===== src/rtl/cmd_frame_parser.sv =====
// cmd_frame_parser: turns the 32-bit command word stream into validated,
// fully assembled commands on a ready/valid port. Malformed frames are
// drained word by word and reported with a one-cycle error pulse.
module cmd_frame_parser #(
    parameter int MAX_PAYLOAD_WORDS = 3,
    parameter bit STRICT_LEN        = 1'b1,
    parameter int ERR_CNT_WIDTH     = 16
) (
    input  logic                            clk_i,
    input  logic                            reset_i,
    input  logic                            word_v_i,
    input  logic [31:0]                     word_i,
    output logic                            word_ready_o,
    output logic                            cmd_v_o,
    input  logic                            cmd_ready_i,
    output logic [7:0]                      cmd_op_o,
    output logic [7:0]                      cmd_id_o,
    output logic [32*MAX_PAYLOAD_WORDS-1:0] cmd_payload_o,
    output logic                            err_v_o,
    output logic [1:0]                      err_code_o,
    output logic [ERR_CNT_WIDTH-1:0]        err_cnt_o
);

    localparam int PW = 32 * MAX_PAYLOAD_WORDS;

    typedef enum logic [2:0] {
        S_IDLE,
        S_PAYLOAD,
        S_DRAIN,
        S_EMIT,
        S_ERR
    } state_t;

    localparam logic [1:0] CODE_UNKNOWN_OP = 2'd1;
    localparam logic [1:0] CODE_BAD_LEN    = 2'd2;

    state_t state_q, state_d;

    logic [7:0]               op_q, id_q;
    logic [PW-1:0]            payload_q;
    logic [1:0]               cap_idx_q;   // next payload slot to fill
    logic [1:0]               cap_last_q;  // slot index of the last captured word
    logic [6:0]               drain_q;     // words still to discard
    logic                     bad_q;       // current frame ends in an error
    logic [1:0]               pend_code_q; // error code to report once drained
    logic [1:0]               err_code_q;
    logic [ERR_CNT_WIDTH-1:0] err_cnt_q;

    // Header fields; bits [31:24] carry nothing for this block.
    logic [7:0] hdr_op, hdr_id, hdr_len;
    logic [6:0] hdr_words;
    logic       unused_hdr_bits;

    assign hdr_op          = word_i[7:0];
    assign hdr_id          = word_i[15:8];
    assign hdr_len         = word_i[23:16];
    assign unused_hdr_bits = ^word_i[31:24];
    // Words after the header: ceil(len/4), 0..64.
    assign hdr_words       = {1'b0, hdr_len[7:2]} + {6'd0, |hdr_len[1:0]};

    logic [7:0] exp_len;
    logic [1:0] exp_words;
    logic       op_known;
    logic       hdr_good;
    logic [1:0] hdr_code;

    // Look up the expected payload length and classify the incoming header.
    // NOTE: every variable gets a default at the top of an always_comb so no
    // path can leave it unassigned and infer a latch.
    always_comb begin
        exp_len  = 8'd0;
        op_known = 1'b1;
        case (hdr_op)
            8'hF0, 8'hF1, 8'hF2: exp_len = 8'd12;
            8'hF3, 8'hF4:        exp_len = 8'd4;
            8'hF5:               exp_len = 8'd8;
            default:             op_known = 1'b0;
        endcase
        exp_words = exp_len[3:2];

        hdr_good = op_known && (hdr_len[1:0] == 2'b00) && (hdr_len >= exp_len);
        if (STRICT_LEN && (hdr_len != exp_len)) begin
            hdr_good = 1'b0;
        end
        hdr_code = op_known ? CODE_BAD_LEN : CODE_UNKNOWN_OP;
    end

    logic accept;
    assign accept = word_v_i && word_ready_o;

    // State register.
    // NOTE: sequential state uses non-blocking assignments so every flop
    // samples the pre-edge values regardless of statement order.
    always_ff @(posedge clk_i or posedge reset_i) begin
        if (reset_i) begin
            state_q <= S_IDLE;
        end else begin
            state_q <= state_d;
        end
    end

    // Next-state logic and handshake outputs.
    always_comb begin
        state_d      = state_q;
        word_ready_o = 1'b0;
        cmd_v_o      = 1'b0;
        err_v_o      = 1'b0;
        case (state_q)
            S_IDLE: begin
                word_ready_o = 1'b1;
                if (accept) begin
                    if (hdr_good)               state_d = S_PAYLOAD;
                    else if (hdr_words == 7'd0) state_d = S_ERR;
                    else                        state_d = S_DRAIN;
                end
            end
            S_PAYLOAD: begin
                word_ready_o = 1'b1;
                if (accept && (cap_idx_q == cap_last_q)) begin
                    state_d = (drain_q != 7'd0) ? S_DRAIN : S_EMIT;
                end
            end
            S_DRAIN: begin
                word_ready_o = 1'b1;
                if (accept && (drain_q == 7'd1)) begin
                    state_d = bad_q ? S_ERR : S_EMIT;
                end
            end
            S_EMIT: begin
                cmd_v_o = 1'b1;
                if (cmd_ready_i) state_d = S_IDLE;
            end
            S_ERR: begin
                err_v_o = 1'b1;
                state_d = S_IDLE;
            end
            default: state_d = S_IDLE;
        endcase
    end

    // Frame datapath: latch header, capture payload, count drained words.
    // NOTE: the payload register is cleared by reset as well as per header,
    // because its value is visible on cmd_payload_o straight out of reset.
    always_ff @(posedge clk_i or posedge reset_i) begin
        if (reset_i) begin
            op_q        <= 8'd0;
            id_q        <= 8'd0;
            payload_q   <= '0;
            cap_idx_q   <= 2'd0;
            cap_last_q  <= 2'd0;
            drain_q     <= 7'd0;
            bad_q       <= 1'b0;
            pend_code_q <= 2'd0;
        end else begin
            case (state_q)
                S_IDLE: begin
                    if (accept) begin
                        op_q        <= hdr_op;
                        id_q        <= hdr_id;
                        payload_q   <= '0;
                        cap_idx_q   <= 2'd0;
                        cap_last_q  <= exp_words - 2'd1;
                        bad_q       <= !hdr_good;
                        pend_code_q <= hdr_code;
                        drain_q     <= hdr_good ? (hdr_words - {5'd0, exp_words})
                                                : hdr_words;
                    end
                end
                S_PAYLOAD: begin
                    if (accept) begin
                        for (int k = 0; k < 3; k++) begin
                            if (cap_idx_q == 2'(k)) payload_q[32*k +: 32] <= word_i;
                        end
                        cap_idx_q <= cap_idx_q + 2'd1;
                    end
                end
                S_DRAIN: begin
                    if (accept) drain_q <= drain_q - 7'd1;
                end
                default: ;
            endcase
        end
    end

    // Error reporting: code and saturating count update as ERR is entered,
    // so both are already current during the err_v_o pulse.
    always_ff @(posedge clk_i or posedge reset_i) begin
        if (reset_i) begin
            err_code_q <= 2'd0;
            err_cnt_q  <= '0;
        end else if (state_d == S_ERR) begin
            err_code_q <= (state_q == S_IDLE) ? hdr_code : pend_code_q;
            if (err_cnt_q != {ERR_CNT_WIDTH{1'b1}}) begin
                err_cnt_q <= err_cnt_q + ERR_CNT_WIDTH'(1);
            end
        end
    end

    assign cmd_op_o      = op_q;
    assign cmd_id_o      = id_q;
    assign cmd_payload_o = payload_q;
    assign err_code_o    = err_code_q;
    assign err_cnt_o     = err_cnt_q;

endmodule

===== config.mk =====
export PLATFORM = sky130hd
export DESIGN_NAME = cmd_frame_parser
export DESIGN_NICKNAME = d
export VERILOG_FILES = /design/src/rtl/cmd_frame_parser.sv
export SDC_FILE = /design/constraint.sdc
export NUM_CORES = 1
export LEC_CHECK = 0
export CORE_MARGIN = 2
export CORE_UTILIZATION = 53
export CTS_CLUSTER_DIAMETER = 200
export DETAILED_ROUTE_END_ITERATION = 12
export HOLD_SLACK_MARGIN = 0.08
export MAX_ROUTING_LAYER = met4
export PLACE_DENSITY = 0.86
export SETUP_SLACK_MARGIN = 0.02
export SYNTH_ARGS = -nofsm -noshare
export SYNTH_HDL_FRONTEND = slang
export SYNTH_SLANG_ARGS = --single-unit

===== constraint.sdc =====
create_clock -name clk_i -period 9.9 [get_ports clk_i]
set_input_delay 2.475 -clock clk_i [delete_from_list [all_inputs] [get_ports clk_i]]
set_output_delay 2.475 -clock clk_i [all_outputs]
set_load 0.005 [all_outputs]

Yosys cells after proc, flatten, opt, wreduce, memory -nomap -nowiden
Cells that the tools add are included.
W data, S select, Z words.

storage, ports and cells
  register bits after elaboration = 147
  input bits = 36
  output and inout port bits = 133
  logic and storage cells = 98

cells by class
  add/subtract/negate cells = 6
  $lt $le $gt $ge = 1
  equal/unequal tests = 23
  multiplexer cells = 30
  reduce and logical (&&, ||, !) cells = 25

operator list
  operator                 number
  $mux W96                 2
  $pmux W96 S2             1
  $mux W32                 3
  $eq A8 B8 Y1 const B     6
  $mux W3                  7
  $mux W7                  3
  $add A16 B1 Y16 const B  1
  $ne A16 B16 Y1 const B   1
  $pmux W7 S2              1
  $ne A2 B2 Y1 const B     6
  $pmux W3 S4              1
  $pmux W4 S3              1
  $reduce_and A4 Y1        3
  $ge A8 B8 Y1             1
  $mux W2                  4
  $ne A8 B8 Y1             1
  $add A6 B1 Y7            1
  $eq A7 B1 Y1 const B     1
  $logic_not A7 Y1         1
  $reduce_bool A7 Y1       1
  $sub A7 B1 Y7 const B    1
  $sub A7 B2 Y7            1
  $eq A3 B2 Y1 const B     2
  $eq A3 B3 Y1 const B     2
  other kinds (18)         33

Logic depth before layout (Yosys ltp)
  word-level depth = 11
  depth in mapped cells = 10
  gate-level depth less buffers = 9

Worst setup path before layout
No wires, ideal clock.

  path kind = input to register
  from = in word_i[16]
  to = reg err_cnt_q[11] (netlist: err_cnt_o[11])
  library setup time = 79 ps
  arrival time = 4583 ps
  required time = 9821 ps
  path slack = 5238 ps
  stages on the path = 10
  buffers on the path = 1
  path through = or2_2 -> ha_1 -> ha_1 -> inv_1 -> o211ai_1 -> nor4b_4 -> nand4_4 -> buf_4 -> a211oi_2 -> xor2_1

between the ends
  word-level cells in the longest chain between the ends = 9
  elaborated cells on any way between the ends = 15
  classes of those cells = add/sub: 1; order compare: 1; eq/ne: 2; mux: 5; reduce/logical: 6

ends and longest elaborated chain
  element                                                         line     source
  from (decl)                                                     12       input logic [31:0] word_i,
  $reduce_or A2 Y1 / $logic_not A2 Y1 (equally long branches)     59, 81
  $add A6 B1 Y7 / $logic_and A1 B1 Y1 (equally long branches)     59, 81
  $logic_not A7 Y1 / $logic_and A1 B1 Y1 (equally long branches)  113, 81
  $mux W3 / $mux W1 (equally long branches)                       113, 82
  $mux W3 *                                                       112      if (hdr_good) state_d = S_PAYLOAD;
  $mux W3 *                                                       111      if (accept) begin
  $pmux W3 S4 *                                                   108      case (state_q)
  $eq A3 B3 Y1 *                                                  191      end else if (state_d == S_ERR) begin
  $reduce_and A2 Y1 (no line) *                                   n/a
  to (signal assigned)                                            194      err_cnt_q <= err_cnt_q + ERR_CNT_WIDTH'(1);
  to (decl)                                                       47       logic [ERR_CNT_WIDTH-1:0] err_cnt_q;

Mark *: on every way between the ends. The rest lies on a longest branch, timed or not.
A chain may end at the register's enable or synchronous reset.

Final worst setup path
  from = in word_i[16]
  to = reg err_cnt_q[1] (netlist: err_cnt_o[1])

The elaborated chain is that of the path after synthesis.

==> results by stage <==
Status:
- The run finished with clean final reports.

STA:
- Setup repair after global routing left no endpoint under its margin.
- The max-slew violation total from the final report came to 0.
- Measured against its own limit, the worst slew margin works out to 28.2%.
- Between clock sinks in the finished design, the worst skew comes to 0.00810 ns.
- The time the worst path needs with I/O delays and setup is 5.17 ns.
- The final period utilization is 52.2%.
- The timing-limited maximum frequency is 193 MHz.
- Setup violations remaining at the end of the flow were counted as 0.
- The final number of hold-violating endpoints came to 0.
- The setup total negative slack is 0 ns.
- For the pin with the worst max-slew slack, the measured transition is 1.08 ns.

Setup path:
- Data arrives at the worst endpoint at 5.47 ns.
- The required time at the worst-slack endpoint is 10.20 ns.
- In this run the worst path has a maximum fanout of 16.
- By startpoint and endpoint, the worst setup path is classified as primary input to register.
- The worst setup path is launched from a primary input.
- The type of element capturing the critical path is a register.

Flow run:
- The max-cap violation count is 0.

Clock network:
- CTS built an H-tree with a depth of 4.
- The clock reaches the later pin of the worst-skew pair after 0.42 ns.
- After clock tree synthesis, the clock-pin slew on the worst setup and hold paths is 0.06 ns.
- The tree is rooted in a clkbuf_16.
- In this run, post-CTS repair resized a total of 0 instances.
- The sink count of the clock tree is 147.
- The number of buffers inserted during clock tree synthesis is 17.
- The TritonCTS clock tree is done.
- The hold buffer count at cts is 0.
- The count of buffers added by post-CTS timing repair for setup is 0.
- The clock passes through at most 2 buffers.

Floorplan:
- The die covers 13100 um2.
- The number of placed I/O pins is 169.
- The y dimension of the die is 115 um.
- The number of placement rows is 40.
- The region available for standard cell placement spans 12000 um2.
- Once the floorplan was initialized, standard cells occupied 54.1% of the core.
- The die is 115 um wide.

Finish:
- The final cell count without fillers is 960.
- The number of antenna cells inserted is 0.
- The final net count is 848.
- The combined flip-flop and latch cell area is 3680 um2.
- Leaving out fill and tap cells, the most frequent cells in the layout are clkdlybuf4s50_1 (168), nand2_1 (158), dfrtp_1 (147).
- The area of the multi-input gates is 2630 um2.
- Leaving out fill and tap cells, the most frequent cell in the layout is clkdlybuf4s50_1.
- The synthesis-to-finish area growth is 37.5%.
- The filler cells instantiated in the layout total 813.
- Of the cells placed in the final design, the portion with a size suffix greater than 1 is 9.96%.
- The finished cells cover 8900 um2.
- The final design utilization is 74.4%.

Placed design:
- Routability-driven placement finished with a final weighted congestion of 0.899.
- Once placement finished, the instance area stood at 8290 um2.
- The post-placement cell count is 929.
- The half-perimeter wire length of the detailed placement result is 11900 um.
- Buffers placed on the I/O ports in this run total 168.

Synth:
- A synthesized cell averages 10.1 um2.
- Among all flip-flop cells after synthesis, the most frequent one is dfrtp_1.
- The total number of yosys warnings is 0.
- In this run, distinct cell masters in the synthesized netlist total 54.
- For this run, the register share of the synthesized area comes to 56.8%.
- The number of instances in the synthesized netlist is 641.
- The synthesized design contains 147 register bits.
- The post-synth design cell area is 6470 um2.
- Counting flops with an async set or reset pin after synthesis yields a share of 100%.
- The synthesized design contains 0 enable-type register cells.
- Counting every net in the synthesized netlist gives 688.

Route:
- The detailed-router iteration count before antenna repair is 5.
- The violation count after the first detailed-route iteration is 449.
- The antenna violation net count after detailed routing is 0.
- The total detailed-routing wirelength is 17300 um.
- The routed via count is 5517.
- The DRC violations left is 0.
- Using the TritonRoute via totals, the vias-per-cell ratio works out to 5.75.
- The average routed wire per standard cell is 18.0 um.

Hold path:
- The tightest min-delay check is of the register to register type.

Power:
- The internal portion of the total power is 1.26 mW.
- The part of the power in combinational logic is 19.4%.
- The analysis attributes to net switching a power of 451 uW.
- In this run the power density over the cells is 192 nW/um2.
- Per report_power, the clock group accounts for 39.2% of the total.
- The net switching share of the total power is 26.4%.
- Sequential cells burn 41.4% of the power.
- For this design the static power due to leakage is 3.74 nW.
- The maximum resistive drop on vdd is 126 uV.

Global route:
- The wire length of the first global-routing pass is 28000 um.
- Global routing used 28.6% of the available tracks.
- Global routing finished with a remaining overflow of 0.
- The pin count of the biggest net entering global routing is 89.
- The via count of the first global-routing pass is 5595.
- The number of antenna violations at the first check in global routing is 0.
==> worst max-delay path: stages <==
cell             delay, ns
clkdlybuf4s50_1       0.44
or2_2                 0.35
ha_1                  0.22
ha_1                  0.30
inv_1                 0.13
o211ai_1              0.18
nor4b_4               0.32
nand4_4               0.38
a21o_1                0.35
mux2_4                0.30
==> flip-flops by register name, indices dropped and copies added (netlist names) <==
register,count
state_q,3
err_code_o,2
cap_last_q,2
cmd_op_o,8
cmd_id_o,8
cap_idx_q,2
err_cnt_o,16
pend_code_q,2
drain_q,7
bad_q,1
cmd_payload_o,96
==> cells in the mapped netlist (all sizes together), types with 2 or more instances <==
cell | instances | area share (%)
ha | 10 | 1.9
dfrtp | 147 | 57
buf | 8 | 0.68
o21ai | 114 | 8.8
nand3 | 15 | 1.4
and3 | 4 | 0.39
a211oi | 9 | 1.7
nand2 | 158 | 9.2
a2111oi | 4 | 0.93
a31oi | 2 | 0.19
nor3 | 8 | 0.70
a22oi | 3 | 0.35
and2 | 2 | 0.19
nor3b | 4 | 0.64
xor2 | 13 | 1.8
inv | 18 | 1.0
clkbuf | 24 | 1.4
nor2 | 16 | 0.93
a21oi | 15 | 1.2
mux2 | 19 | 3.4
mux2i | 3 | 0.46
nand4 | 3 | 0.52
xnor2 | 9 | 1.2
o211ai | 4 | 0.46
nand3b | 3 | 0.35
or2 | 3 | 0.29
nor4 | 2 | 0.19
or3 | 4 | 0.39
==> path summary, 6_finish.rpt <==
kind	startpoint	endpoint	slack [ns]	cells after the start
setup / recovery	word_i[16]	err_cnt_o[1]$_DFFE_PP0P_	4.73	10
hold / removal	cmd_payload_o[18]$_DFFE_PP0P_	cmd_payload_o[18]$_DFFE_PP0P_	0.48	2
setup reg to reg	state_q[0]$_DFF_PP0_	err_cnt_o[1]$_DFFE_PP0P_	6.98	6
hold reg to reg	cmd_payload_o[18]$_DFFE_PP0P_	cmd_payload_o[18]$_DFFE_PP0P_	0.48	2
max in group asynchronous	reset_i	cmd_payload_o[5]$_DFFE_PP0P_	5.93	3
min in group asynchronous	reset_i	err_cnt_o[8]$_DFFE_PP0P_	2.50	2
==> cell families (layout without fill, tap and decap cells) <==
group / count (synthesis) / count (layout) / synth area share [%]
simple gates: 227 / 227 / 15.9
compound gates: 162 / 162 / 15.1
flops: 147 / 147 / 56.8
buf+inv: 50 / 222 / 3.11
xor+xnor: 22 / 22 / 2.98
mux: 22 / 22 / 3.83
fa+ha+maj: 11 / 11 / 2.24
==> stage by stage <==
step                      power (mW)  hold slack, ns  worst slack (ns)
after floorplan                0.886           0.465              3.47
after global placement          1.03           0.461              4.46
after detailed placement        1.05           0.471              4.32
after CTS                       1.72           0.483              4.77
after global routing            1.78           0.502              4.63
final                           1.71           0.480              4.73
==> metal layers <==
| metal | global-route usage, % | routed length (um) | vias to the layer above |
|---|---|---|---|
| met5 | - | 0 | - |
| met1 | 34.9 | 7040 | 2716 |
| li1 | - | - | 2515 |
| met2 | 45.5 | 8510 | 229 |
| met3 | 6.14 | 1080 | 57 |
| met4 | 13.9 | 641 | 0 |
==> power groups by stage <==
stage                     Combinational, mW  Sequential (mW)  Clock, mW
after global placement                0.321            0.712          0
after CTS                             0.333            0.707      0.679
after detailed placement              0.330            0.718          0
after floorplan                       0.177            0.709          0
after global routing                  0.363            0.717      0.703
final                                 0.331            0.708      0.669
==> final cells by class <==
type / instances / share of cell area [%]
Clock buffer: 21 / 5.17
Timing Repair Buffer: 173 / 19.3
Tap cell: 147 / 2.07
Multi-Input combinational cell: 444 / 29.6
Clock inverter: 10 / 1.76
Inverter: 18 / 0.815
Sequential cell: 147 / 41.3
(Power assumes the default switching activity.)
